$ cat src/rtl/vip_pixel_core.sv
// rtl/vip_pixel_core.sv - FIFO-to-FIFO per-channel pixel operator with credit-checked output buffer
// Optional pixel counter enabled by defining VIP_PIXEL_CORE_PIXCNT_EN.
`timescale 1ns/1ps
module vip_pixel_core #(
    parameter int  CH_WIDTH   = 8,
    parameter int  NUM_CH     = 3,
    parameter int  OBUF_DEPTH = 4,
    localparam int DWIDTH     = CH_WIDTH * NUM_CH
) (
    input  logic              clock,
    input  logic              reset,
    input  logic              enable,
    input  logic [1:0]        mode,
    input  logic [CH_WIDTH-1:0] thresh,
    input  logic [DWIDTH-1:0] ff_rdata,
    output logic              ff_rdreq,
    input  logic              ff_empty,
    output logic [DWIDTH-1:0] ff_wdata,
    output logic              ff_wrreq,
    input  logic              ff_full,
    output logic              busy,
    output logic [31:0]       pix_count
);

    localparam int AW = $clog2(OBUF_DEPTH);
    localparam int CW = AW + 2;

    logic                r_s1_valid;
    logic [1:0]          r_s1_mode;
    logic [CH_WIDTH-1:0] r_s1_thresh;
    logic [1:0]          r_in_flight;
    logic [DWIDTH-1:0]   r_mem [OBUF_DEPTH];
    logic [AW-1:0]       r_head;
    logic [AW-1:0]       r_tail;
    logic [AW:0]         r_count;

    logic [CW-1:0]       w_used;
    logic                w_rd;
    logic                w_wr;
    logic                w_s2_wr;
    logic [DWIDTH-1:0]   w_grey;
    logic [DWIDTH-1:0]   w_result;

    // Credit covers both buffered entries and reads whose data has not landed yet.
    assign w_used  = CW'(r_count) + CW'(r_in_flight);
    assign w_rd    = enable & ~ff_empty & (w_used < CW'(OBUF_DEPTH)) & ~reset;
    assign w_wr    = (r_count != '0) & ~ff_full & ~reset;
    assign w_s2_wr = r_s1_valid & ~reset;

    generate
        if (NUM_CH == 3) begin : g_grey
            logic [CH_WIDTH+1:0] w_sum;
            assign w_sum  = {2'b00, ff_rdata[CH_WIDTH-1:0]}
                          + {1'b0, ff_rdata[2*CH_WIDTH-1:CH_WIDTH], 1'b0}
                          + {2'b00, ff_rdata[3*CH_WIDTH-1:2*CH_WIDTH]};
            assign w_grey = {NUM_CH{w_sum[CH_WIDTH+1:2]}};
        end else begin : g_no_grey
            assign w_grey = ff_rdata;
        end
    endgenerate

    always_comb begin
        w_result = ff_rdata;
        case (r_s1_mode)
            2'd1: w_result = ~ff_rdata;
            2'd2: w_result = w_grey;
            2'd3: begin
                for (int c = 0; c < NUM_CH; c++) begin
                    w_result[c*CH_WIDTH +: CH_WIDTH] =
                        (ff_rdata[c*CH_WIDTH +: CH_WIDTH] >= r_s1_thresh) ? {CH_WIDTH{1'b1}} : {CH_WIDTH{1'b0}};
                end
            end
            default: w_result = ff_rdata;
        endcase
    end

    // Mode and threshold are latched at read issue so in-flight pixels keep their operation.
    always_ff @(posedge clock) begin
        if (reset) begin
            r_s1_valid  <= 1'b0;
            r_s1_mode   <= 2'd0;
            r_s1_thresh <= '0;
            r_in_flight <= 2'd0;
            r_head      <= '0;
            r_tail      <= '0;
            r_count     <= '0;
        end else begin
            r_s1_valid  <= w_rd;
            if (w_rd) begin
                r_s1_mode   <= mode;
                r_s1_thresh <= thresh;
            end
            r_in_flight <= r_in_flight + {1'b0, w_rd} - {1'b0, w_s2_wr};
            if (w_s2_wr) r_tail <= r_tail + 1'b1;
            if (w_wr)    r_head <= r_head + 1'b1;
            case ({w_s2_wr, w_wr})
                2'b10:   r_count <= r_count + 1'b1;
                2'b01:   r_count <= r_count - 1'b1;
                default: r_count <= r_count;
            endcase
        end
    end

    always_ff @(posedge clock) begin
        if (w_s2_wr) r_mem[r_tail] <= w_result;
    end

    always_ff @(posedge clock) begin
        if (!reset) assert (!(w_s2_wr && r_count == (AW+1)'(OBUF_DEPTH)));
    end

    assign ff_rdreq = w_rd;
    assign ff_wrreq = w_wr;
    assign ff_wdata = (w_wr || (r_count != '0 && !reset)) ? r_mem[r_head] : '0;
    assign busy     = ~reset & ((r_in_flight != 2'd0) | (r_count != '0) | r_s1_valid);

`ifdef VIP_PIXEL_CORE_PIXCNT_EN
    logic [31:0] r_pix_count;
    always_ff @(posedge clock) begin
        if (reset)     r_pix_count <= 32'd0;
        else if (w_wr) r_pix_count <= r_pix_count + 32'd1;
    end
    assign pix_count = reset ? 32'd0 : r_pix_count;
`else
    assign pix_count = 32'd0;
`endif

endmodule

$ cat config.mk
export PLATFORM = sky130hd
export DESIGN_NAME = vip_pixel_core
export DESIGN_NICKNAME = d
export VERILOG_FILES = /design/src/rtl/vip_pixel_core.sv
export SDC_FILE = /design/constraint.sdc
export NUM_CORES = 1
export LEC_CHECK = 0
export ABC_AREA = 1
export BUFFER_PORTS_ARGS = -buffer_cell sky130_fd_sc_hd__buf_2
export CAP_MARGIN = 5
export CORE_MARGIN = 5
export CORE_UTILIZATION = 50
export DETAILED_ROUTE_END_ITERATION = 12
export PLACE_DENSITY = 0.72
export REMOVE_ABC_BUFFERS = 1
export SYNTH_ARGS = -nofsm -noshare
export SYNTH_HDL_FRONTEND = slang
export SYNTH_SLANG_ARGS = --single-unit
$ cat constraint.sdc
create_clock -name clock -period 4.1 [get_ports clock]
set_input_delay 0.82 -clock clock [delete_from_list [all_inputs] [get_ports clock]]
set_output_delay 0.82 -clock clock [all_outputs]
set_load 0.1 [all_outputs]
==> metrics.md <==
| Metric | Value |
|---|---|
| Outcome | `completed` |
| Startpoint types | `register` |
| Reg-to-reg slack, setup | `around 1.7 ns` |
| Synth top area share | `~45%` |
| Largest family of logic cells by synthesized area | `simple AND/OR/NAND/NOR gates` |
| Worst-skew pair later-pin latency | `0.41 ns` |
| DR iter-0 viols | `291` |
| Post-Synth Simple-Gate Area | `between 10% and 20%` |
| Worst setup EP type | `output port` |
| Slew HR | `around two fifths` |
| Post-synth cell types | `32` |
| Initial Util | `between 50% and 60%` |
| Num CTS Buffers | `17` |
| Hold WC Path Type | `reg -> reg` |
| Critical path, cell by cell | `buf_4, inv_1, nor2_1, o21ai_0, a21oi_1, buf_2` |
| Number of antenna violations at the first check in global routing | `0` |
| Synth Area in Compound Gates | `9.70%` |
| Final nets | `between 800 and 900` |
| Tcrit/Tclk final | `approximately 80%` |
| Fmax | `~300 MHz` |
| Number of antenna-violating nets in the routed design | `0` |
| Power, Total | `between 3 and 4 mW` |
| RSZ-0062 raised after global routing | `false` |
| CTS Hold Bufs | `0` |
| CTS tree | `built` |
| Setup Skew | `0.00933 ns` |
| Ys flop type | `edfxtp_1` |
| WS Path Type | `reg -> out` |
| Num Clock Sinks | `118` |
| Setup bufs post-CTS | `0` |
| Final Hold Vio Count | `0` |
| Post-synthesis adder-cell area fraction | `around a tenth` |
| Post-route DRC | `0` |
| Yosys reg bits | `around 120` |
| Mux share of post-synthesis cell area | `0%` |
| Max clock buf depth | `2` |
| First-pass GRT wire length | `22.8 mm` |
| R2r endpoint | `r_count[2]$_SDFFE_PP0P_` |
| Ports | `98` |
| R2R Path Start | `r_count[1]$_SDFFE_PP0P_` |
| Syn avg cell area | `between 9 and 10 um2` |
| Max-cap viol count | `0` |
| Worst VDD drop | `about 0.00024 V` |
| # setup viols final | `0` |
| Die X-Extent | `about 120 um` |
| Syn Std Cell Area | `approximately 6500 um2` |
| # diodes | `0` |
| Total core area | `about 13000 um2` |
| CP max FO | `25` |
| Drt pass-1 iters | `5` |
| Measured slew at the worst slew-check pin | `0.907 ns` |
| WP data required | `about 3.3 ns` |
| Tmin final | `between 3 and 4 ns` |
| FF-to-FF path depth | `11` |
| Cell taking the most area after synthesis | `edfxtp_1` |
| WHS Path Cells | `2` |
| Total Wirelength | `14.5 mm` |
| Leak | `roughly 3.1 nW` |
| Largest net degree at the start of global routing | `49` |
| Area of the die | `15300 um2` |
| Setup WS pre-CTS | `around 0.9 ns` |
| Total number of yosys warnings | `0` |
| Final worst slack | `0.809 ns` |
| Input/output buffers | `65` |
| Die height | `roughly 120 um` |
| H-tree Lvls | `4` |
| Worst-path clk slew | `0.05 ns` |
| Final Max Tran Viols | `0` |
| Global Route Usage Sum | `around a fifth` |
| Asr flop ratio synth | `0%` |
| Post-Synth XOR/XNOR Area | `less than 1%` |
| Site Rows | `~40` |
| RePlAce Congestion | `about 0.9` |
| Layout cells sized above 1 | `between 10% and 20%` |
| Gr ovfl total | `0` |
| Hold Crit Start | `r_head[1]$_SDFFE_PP0P_` |
| CP max stage delay | `0.48 ns` |
| Vias in the first global route | `approximately 4800` |
| Routed WL per cell | `between 15 and 20 um` |
| Dominant cells by area after synthesis | `edfxtp_1 45%, ha_1 7.6%, nor2_1 7.0%, dfxtp_1 6.8%, nand2_1 6.2%` |
| Post-synthesis cell count | `691` |
| DP HPWL | `10.0 mm` |
| Root Buffer | `clkbuf_16` |
| Sequential-to-total area share from yosys stat | `approximately half` |
| Vias | `a little under 5000` |
| DR vias/cell | `between 5 and 6` |
| Layout area overhead | `14.2%` |
| Pwr dens | `between 400 and 500 nW/um2` |
| Worst Path Arrival | `2.47 ns` |
| Setup TNS | `0 ns` |
| # resized after CTS | `0` |
| Crit path max-delay cell type | `inv_1` |
| EDFF count, synth | `96` |
flip-flops by register name (all words and copies together), names as in the netlist, named ones only:
name and cells:
r_head 2, r_in_flight 2, r_s1_valid 1, r_s1_thresh 8
r_mem 96, r_s1_mode 2, r_tail 2, r_count 3
metal layers:
metal,GRT usage [%],up-vias,wire length (um)
li1,-,2410,-
met1,22.9,2275,5900
met2,34.3,166,7270
met3,4.90,44,860
met4,9.34,0,505
met5,0,-,0
synthesized netlist by cell type (6+ instances only):
cell type	count
nand4_1	23
inv_1	54
nand2_1	106
buf_4	33
dfxtp_1	22
or2_0	7
edfxtp_1	96
fa_1	9
nand3_1	18
ha_1	39
nor2_1	120
o21ai_1	6
a21oi_1	46
or2_2	11
clkbuf_1	7
o21ai_0	52
buf_2	12
o31ai_1	9
stage by stage:
stage	util, %	cell area, um2	cells	hold WS, ns
finish	58.4	7370	942	0.466
global route	58.4	7370	942	0.494
CTS	58.4	7370	942	0.471
detailed placement	54.1	6830	912	0.460
global placement	54.1	6830	912	0.451
floorplan	-	6220	667	0.436
layout by cell type (no fill, tap or decap), types with 18 or more instances in the layout:
master,synthesis,layout
ha_1,39,39
nand3_1,18,18
buf_2,12,65
a21oi_1,46,46
o21ai_0,52,52
nor2_1,120,116
inv_1,54,54
edfxtp_1,96,96
conb_1,1,32
dfxtp_1,22,22
nand4_1,23,23
nand2_1,106,106
kinds of logic after synthesis:
| family | count (synthesis) |
|---|---|
| XOR/XNOR | 1 |
| AO/OA/AOI/OAI | 118 |
| flip-flops | 118 |
| buffers and inverters | 113 |
| adder cells (fa/ha/maj) | 48 |
| AND/OR/NAND/NOR | 292 |
| other | 1 |
how the worst max path moves through the flow:
stage                     slack, ns           end  depth (start not counted)     start
final                          0.81  ff_wdata[11]                          6  register
after global routing           0.60  ff_wdata[11]                          6  register
after CTS                      0.74   ff_wdata[5]                          6  register
after detailed placement       0.90      ff_wrreq                          5     reset
after global placement         0.93      ff_wrreq                          5     reset
after floorplan                0.35          busy                          1     reset
final cells by class:
class | instances | area [um2]
multi-input cells | 491 | 2680
inverters | 58 | 220
clock inverters | 13 | 115
well taps | 172 | 215
repair buffers | 73 | 385
clock buffers | 17 | 425
flip-flops and latches | 118 | 3320
fillers | 1071 | 5250
report_power, final:
group	total, mW	internal, mW	switching (mW)
registers	1.35	1.34	0.00991
clock network	1.36	0.870	0.486
logic	0.630	0.143	0.488
critical path: cells and delay by family, from the launching register on:
kind,cells,cell delay [ns]
AOI/OAI and AO/OA,2,0.30
buffers and inverters,3,1.24
DFF,1,0.30
and+or+nand+nor,1,0.21
Note: power is estimated with default switching activity, not from simulation.
